**config.mk**
```make
export PLATFORM = sky130hd
export DESIGN_NAME = mem_port_arbiter_flat
export DESIGN_NICKNAME = d
export VERILOG_FILES = /design/src/rtl/mem_port_arbiter_if.sv /design/src/rtl/mem_port_arbiter.sv /design/src/flat_wrapper.sv
export SDC_FILE = /design/constraint.sdc
export NUM_CORES = 1
export LEC_CHECK = 0
export ABC_AREA = 1
export BUFFER_PORTS_ARGS = -buffer_cell sky130_fd_sc_hd__buf_2
export CAP_MARGIN = 5
export CELL_PAD_IN_SITES_DETAIL_PLACEMENT = 0
export CELL_PAD_IN_SITES_GLOBAL_PLACEMENT = 1
export CORE_MARGIN = 4
export CORE_UTILIZATION = 36
export DETAILED_ROUTE_END_ITERATION = 6
export PLACE_DENSITY = 0.92
export SLEW_MARGIN = 20
export SYNTH_ARGS = -nofsm -noshare
export SYNTH_HDL_FRONTEND = slang
export SYNTH_SLANG_ARGS = --single-unit
export TNS_END_PERCENT = 1
```
**constraint.sdc**
```tcl
create_clock -name CLK -period 3.4 [get_ports CLK]
set_input_delay 0 -clock CLK [delete_from_list [all_inputs] [get_ports CLK]]
set_output_delay 0 -clock CLK [all_outputs]
set_load 0.01 [all_outputs]
```
**src/rtl/mem_port_arbiter_if.sv**
```systemverilog
// mem_port_arbiter_if
// Bundles every signal the arbiter exchanges with the core (instruction and
// data ports) and with the single-ported RAM.
//   slave  : arbiter view. It receives requests and RAM responses, and drives
//            hits, load data, RAM strobes and busy.
//   master : environment view (core + RAM). It is the mirror image of slave.
// Port summary:
//   iREN/iaddr             instruction fetch request (level) and address
//   ihit/iload             fetch completion pulse and registered word
//   dREN/dWEN/daddr/dstore data request (level), address and write data
//   dhit/dload             data completion pulse and registered read data
//   ramREN/ramWEN/ramaddr/ramstore  RAM command side
//   ramload/ram_ready      RAM response side
//   busy                   arbiter is not idle
interface mem_port_arbiter_if #(
  parameter int ADDR_W = 32,
  parameter int DATA_W = 32
);
  logic              iREN;
  logic [ADDR_W-1:0] iaddr;
  logic              ihit;
  logic [DATA_W-1:0] iload;
  logic              dREN;
  logic              dWEN;
  logic [ADDR_W-1:0] daddr;
  logic [DATA_W-1:0] dstore;
  logic              dhit;
  logic [DATA_W-1:0] dload;
  logic              ramREN;
  logic              ramWEN;
  logic [ADDR_W-1:0] ramaddr;
  logic [DATA_W-1:0] ramstore;
  logic [DATA_W-1:0] ramload;
  logic              ram_ready;
  logic              busy;

  modport slave (
    input  iREN, iaddr, dREN, dWEN, daddr, dstore, ramload, ram_ready,
    output ihit, iload, dhit, dload, ramREN, ramWEN, ramaddr, ramstore, busy
  );

  modport master (
    output iREN, iaddr, dREN, dWEN, daddr, dstore, ramload, ram_ready,
    input  ihit, iload, dhit, dload, ramREN, ramWEN, ramaddr, ramstore, busy
  );
endinterface

```
**src/rtl/mem_port_arbiter.sv**
```systemverilog
// mem_port_arbiter
// Shares one single-ported RAM between the instruction-fetch port and the
// data port of a pipelined core. One request is latched at a time, the RAM is
// driven from the latched copy until ram_ready, and a one-cycle ihit/dhit is
// returned with registered load data. Data requests win, but after
// MAX_DSTREAK consecutive data grants made while a fetch waits, the fetch is
// forced through.
// Ports:
//   CLK   rising-edge clock
//   nRST  asynchronous active-low reset
//   bus   mem_port_arbiter_if.slave (core request/response and RAM signals)
module mem_port_arbiter #(
  parameter int ADDR_W      = 32,
  parameter int DATA_W      = 32,
  parameter int MAX_DSTREAK = 4
) (
  input  logic                 CLK,
  input  logic                 nRST,
  mem_port_arbiter_if.slave    bus
);

  localparam int SW = (MAX_DSTREAK < 1) ? 1 : $clog2(MAX_DSTREAK + 1);
  localparam logic [SW-1:0] STREAK_MAX = SW'(MAX_DSTREAK);

  typedef enum logic [2:0] {
    IDLE  = 3'd0,
    IACC  = 3'd1,
    DACC  = 3'd2,
    IRESP = 3'd3,
    DRESP = 3'd4
  } state_t;

  state_t            state_q,  state_d;
  logic [ADDR_W-1:0] addr_q,   addr_d;
  logic [DATA_W-1:0] store_q,  store_d;
  logic              wr_q,     wr_d;
  logic [SW-1:0]     streak_q, streak_d;
  logic [DATA_W-1:0] iload_q,  iload_d;
  logic [DATA_W-1:0] dload_q,  dload_d;
  logic              dreq;

  always_ff @(posedge CLK or negedge nRST) begin
    if (!nRST) begin
      state_q  <= IDLE;
      addr_q   <= '0;
      store_q  <= '0;
      wr_q     <= 1'b0;
      streak_q <= '0;
      iload_q  <= '0;
      dload_q  <= '0;
    end else begin
      state_q  <= state_d;
      addr_q   <= addr_d;
      store_q  <= store_d;
      wr_q     <= wr_d;
      streak_q <= streak_d;
      iload_q  <= iload_d;
      dload_q  <= dload_d;
    end
  end

  always_comb begin
    state_d  = state_q;
    addr_d   = addr_q;
    store_d  = store_q;
    wr_d     = wr_q;
    streak_d = streak_q;
    iload_d  = iload_q;
    dload_d  = dload_q;
    dreq     = bus.dREN | bus.dWEN;

    case (state_q)
      IDLE: begin
        // The streak only measures starvation of a fetch that is actually waiting.
        if (!bus.iREN) streak_d = '0;
        if (dreq && !(bus.iREN && streak_q == STREAK_MAX)) begin
          state_d = DACC;
          addr_d  = bus.daddr;
          store_d = bus.dstore;
          wr_d    = bus.dWEN;
          if (bus.iREN && streak_q != STREAK_MAX) streak_d = streak_q + 1'b1;
        end else if (bus.iREN) begin
          state_d  = IACC;
          addr_d   = bus.iaddr;
          wr_d     = 1'b0;
          streak_d = '0;
        end
      end
      IACC: begin
        if (bus.ram_ready) begin
          iload_d = bus.ramload;
          state_d = IRESP;
        end
      end
      DACC: begin
        if (bus.ram_ready) begin
          if (!wr_q) dload_d = bus.ramload;
          state_d = DRESP;
        end
      end
      IRESP, DRESP: begin
        // Requests are not looked at here, so a requester still holding its
        // request while it sees the hit is not granted a second time.
        state_d = IDLE;
      end
      default: state_d = IDLE;
    endcase
  end

  // RAM command outputs are driven only during an access, from the latched request.
  assign bus.ramREN   = (state_q == IACC) || (state_q == DACC && !wr_q);
  assign bus.ramWEN   = (state_q == DACC) && wr_q;
  assign bus.ramaddr  = (state_q == IACC || state_q == DACC) ? addr_q : '0;
  assign bus.ramstore = (state_q == DACC && wr_q) ? store_q : '0;
  assign bus.ihit     = (state_q == IRESP);
  assign bus.dhit     = (state_q == DRESP);
  assign bus.iload    = iload_q;
  assign bus.dload    = dload_q;
  assign bus.busy     = (state_q != IDLE);

endmodule

```
**src/flat_wrapper.sv**
```systemverilog
// flat-port wrapper written by rule: the top's interface ports become plain ports
module mem_port_arbiter_flat 
#(
  parameter int ADDR_W      = 32,
  parameter int DATA_W      = 32,
  parameter int MAX_DSTREAK = 4
)
  (CLK, nRST, bus_iREN, bus_iaddr, bus_dREN, bus_dWEN, bus_daddr, bus_dstore, bus_ramload, bus_ram_ready, bus_ihit, bus_iload, bus_dhit, bus_dload, bus_ramREN, bus_ramWEN, bus_ramaddr, bus_ramstore, bus_busy);
  mem_port_arbiter_if #(.ADDR_W(ADDR_W), .DATA_W(DATA_W)) bus_i ();
  input  logic CLK;
  input  logic nRST;
  input wire logic [$bits(bus_i.iREN)-1:0] bus_iREN;
  input wire logic [$bits(bus_i.iaddr)-1:0] bus_iaddr;
  input wire logic [$bits(bus_i.dREN)-1:0] bus_dREN;
  input wire logic [$bits(bus_i.dWEN)-1:0] bus_dWEN;
  input wire logic [$bits(bus_i.daddr)-1:0] bus_daddr;
  input wire logic [$bits(bus_i.dstore)-1:0] bus_dstore;
  input wire logic [$bits(bus_i.ramload)-1:0] bus_ramload;
  input wire logic [$bits(bus_i.ram_ready)-1:0] bus_ram_ready;
  output wire logic [$bits(bus_i.ihit)-1:0] bus_ihit;
  output wire logic [$bits(bus_i.iload)-1:0] bus_iload;
  output wire logic [$bits(bus_i.dhit)-1:0] bus_dhit;
  output wire logic [$bits(bus_i.dload)-1:0] bus_dload;
  output wire logic [$bits(bus_i.ramREN)-1:0] bus_ramREN;
  output wire logic [$bits(bus_i.ramWEN)-1:0] bus_ramWEN;
  output wire logic [$bits(bus_i.ramaddr)-1:0] bus_ramaddr;
  output wire logic [$bits(bus_i.ramstore)-1:0] bus_ramstore;
  output wire logic [$bits(bus_i.busy)-1:0] bus_busy;
  assign bus_i.iREN = bus_iREN;
  assign bus_i.iaddr = bus_iaddr;
  assign bus_i.dREN = bus_dREN;
  assign bus_i.dWEN = bus_dWEN;
  assign bus_i.daddr = bus_daddr;
  assign bus_i.dstore = bus_dstore;
  assign bus_i.ramload = bus_ramload;
  assign bus_i.ram_ready = bus_ram_ready;
  assign bus_ihit = bus_i.ihit;
  assign bus_iload = bus_i.iload;
  assign bus_dhit = bus_i.dhit;
  assign bus_dload = bus_i.dload;
  assign bus_ramREN = bus_i.ramREN;
  assign bus_ramWEN = bus_i.ramWEN;
  assign bus_ramaddr = bus_i.ramaddr;
  assign bus_ramstore = bus_i.ramstore;
  assign bus_busy = bus_i.busy;
  mem_port_arbiter #(.ADDR_W(ADDR_W), .DATA_W(DATA_W), .MAX_DSTREAK(MAX_DSTREAK)) u_core (.CLK(CLK), .nRST(nRST), .bus(bus_i));
endmodule
```
==> results.md <==
- # IOs: ~270
- Critical path endpoint category: flop
- PortBufs: 266
- Crit path top cell by count: nand2_1
- Fill count: 1,506
- Pleak: 5.28 nW
- Max-Cap Viols: 0
- Num rows: 48
- Top Family by Delay on Critical Path: buffers and inverters
- Type of the most critical hold path: in2reg
- Clock latency on the worst-skew pair: 0.42 ns
- WHS: 0.0306 ns
- Fraction of layout cells with a size suffix above 1: 0.277
- Max Slew Vio Count: 0
- Cell Pwr Density: 817 nW/um^2
- Die Wd: 140 microns
- Largest net degree at the start of global routing: approximately 100
- Seq/Total Area, Yosys: 0.537
- Final min period: 2.80 ns
- Syn Inst Count: 778
- Worst path required time: between 3 and 4 ns
- Core area: 17,200 sq um
- Synth Area in Simple Gates: 0.242
- DR vias/cell: about 4.4
- Rel. slew slack: 0.300
- H-tree level count: 4
- Remaining global-route overflow: 0
- Maximum VDD drop: 0.481 mV
- Worst-Margin Slew: ~1.0 ns
- Crit-path slowest cell: dlygate4sd3_1
- Startpoint Class: flop
- First-pass GRT wire length: 29.6 mm
- CTS tree: built
- DP Wirelength: 11.5 mm
- DR WL/cell: between 10 and 15 microns
- CP bufs+invs: 3
- Status: finished, final reports clean
- CP cell instances: inv_1 > ha_1 > nand3_1 > nand2_2 > inv_2 > nand2_1 > nand2_1 > dlygate4sd3_1 > nand2_1 > nand2_1
- FF+latch count, synth: 135
- Initial detailed-routing violation count: 246
- DIE AREA: between 15,000 and 20,000 sq um
- Critical Path Fanout Max: 36
- Initial antenna violation count: 0
- Largest family of logic cells by synthesized area: simple AND/OR/NAND/NOR gates
- Number of diodes: 0
- Crit Path Class: reg2reg
- Syn nets: 914
- Mean Syn Cell Area: 8.08 sq um
- FMAX: 0.357 GHz
- Most frequent cells in the layout: nand2_1, buf_2, dfrtp_1
- Vias in the first global route: approximately 6,200
- Final setup violation count: 0
- Post-CTS Setup Inserts: 0
- YS warnings: 0
- Die H: 140 microns
- CTS root buffer: clkbuf_16
- Period utilization: 0.824
- RSZ-0062 raised after global routing: false
- Xor and xnor area share after synthesis: 0.00139
- Mux cell area share after synthesis: 0
- GP Congestion: 0.824
- Setup_tns: 0 ns
- WL final: 18.0 mm
- Pre-Repair DR Iteration Count: 4
- Clock transition at path regs: 0.06 ns
- Via count: 6,120
- Nets: 1,298
- WP data arrival: 3.10 ns
- Post-Syn Area: between 6000 and 7000 sq um
- Crit-path max cell delay: 0.56 ns
- Inserted Clock Buffers: 17
- Post-DRT Antenna Nets: 0
- Clk buf depth: 2
- FF-to-FF setup slack: 0.60 ns
- DR DRC count: 0
- Post-Synth Adder-Cell Area: 0.00398
- Hold Vio Cnt, Final: 0
- Setup Skew: 0.0148 ns
- Post-synthesis compound-gate area fraction: 0.101
- Initial Util: 0.365
- Commonest non-fill, non-tap cell in the layout: nand2_1
- Post-synthesis cell type count: 28
- Num Clock Sinks: about 140
- Layout area overhead: 52.2%
- Gr usage total: 0.182
-- registers in the layout, summed over array words and instances (netlist names) --
signal / flops
u_core.addr_q: 32
u_core.bus.dload: 32
u_core.bus.iload: 32
u_core.state_q: 3
u_core.store_q: 32
u_core.streak_q: 3
u_core.wr_q: 1
-- synthesized netlist by cell type --
cell | instances | share of area
o21a_1 | 32 | 0.038
dfrtp_1 | 135 | 0.54
nand3_2 | 1 | 0.0016
a21oi_1 | 2 | 0.0016
buf_2 | 15 | 0.012
clkbuf_2 | 1 | 0.00079
nand4_1 | 1 | 0.0010
xor2_1 | 1 | 0.0014
inv_2 | 3 | 0.0018
ha_1 | 2 | 0.0040
inv_1 | 108 | 0.064
o21ai_2 | 10 | 0.014
buf_8 | 3 | 0.0072
nand2_2 | 2 | 0.0020
nor3_1 | 1 | 0.00079
nor2_1 | 67 | 0.040
nand3_1 | 5 | 0.0040
nand2_4 | 2 | 0.0036
inv_4 | 1 | 0.0010
o21ai_0 | 41 | 0.033
nor2_4 | 2 | 0.0036
nor2_2 | 2 | 0.0020
nand3_4 | 1 | 0.0028
clkbuf_1 | 1 | 0.00060
buf_4 | 7 | 0.0084
nand2_1 | 303 | 0.18
o21ai_1 | 19 | 0.015
buf_6 | 10 | 0.018
-- routing by layer --
| layer | vias up | GRT usage | share of wire |
|---|---|---|---|
| met2 | 184 | 0.313 | 0.50 |
| met3 | 43 | 0.0396 | 0.046 |
| met5 | - | 0 | 0 |
| li1 | 3108 | - | - |
| met1 | 2785 | 0.219 | 0.42 |
| met4 | 0 | 0.0821 | 0.033 |
-- cell type report --
| cell class | count | area [sq um] | share of cell area |
|---|---|---|---|
| inverter | 112 | 423 | 0.0442 |
| timing repair buffer | 402 | 2690 | 0.281 |
| clock buffer | 19 | 453 | 0.0473 |
| clock inverter | 13 | 156 | 0.0163 |
| tap | 225 | 282 | 0.0294 |
| multi-input combinational | 494 | 2190 | 0.229 |
| sequential | 135 | 3380 | 0.353 |
-- metrics by stage --
step | instance area, sq um | cells | utilization | setup slack (ns) | total power, mW
after floorplan | 6290 | 778 | - | 2.01 | 4.85
after global placement | 7640 | 1236 | 0.444 | 1.19 | 5.75
after detailed placement | 7640 | 1236 | 0.444 | 1.14 | 5.82
after CTS | 9580 | 1400 | 0.556 | 0.594 | 7.91
after global routing | 9580 | 1400 | 0.556 | 0.332 | 8.46
final | 9580 | 1400 | 0.556 | 0.597 | 7.82
-- worst min-delay path: stages --
cell	delay, ns
buf_2	0.08
inv_1	0.04
nand2_1	0.10
nand4_1	0.10
o21ai_0	0.09
-- kinds of logic after synthesis --
family	count (synthesis)
AOI/OAI and AO/OA	104
xor gates and xnor gates	1
adders and majority gates	2
buffers and inverters	149
DFF	135
and+or+nand+nor	387
-- worst paths after layout --
kind,startpoint,to,depth (start not counted)
min in group asynchronous,nRST,u_core.bus.dload[14],2
max in group asynchronous,nRST,u_core.addr_q[27],3
worst min register to register,u_core.bus.dload[4],u_core.bus.dload[4],2
worst max register to register,u_core.streak_q[0],u_core.addr_q[14],10
worst min-delay path,bus_dREN,u_core.streak_q[0],5
worst max-delay path,u_core.streak_q[0],u_core.addr_q[14],10
-- timing repair --
action,4_1_cts,5_1_grt
resized for setup,0,0
hold buffers,132,0
hold endpoints to repair,231,0
-- where the power goes --
| group | switching (mW) | total [mW] | internal, mW |
|---|---|---|---|
| Clock | 0.742 | 1.88 | 1.14 |
| Combinational | 1.96 | 3.20 | 1.25 |
| Sequential | 0.350 | 2.74 | 2.39 |
| Total | 3.05 | 7.82 | 4.77 |
Power figures use the tool's default switching activity.
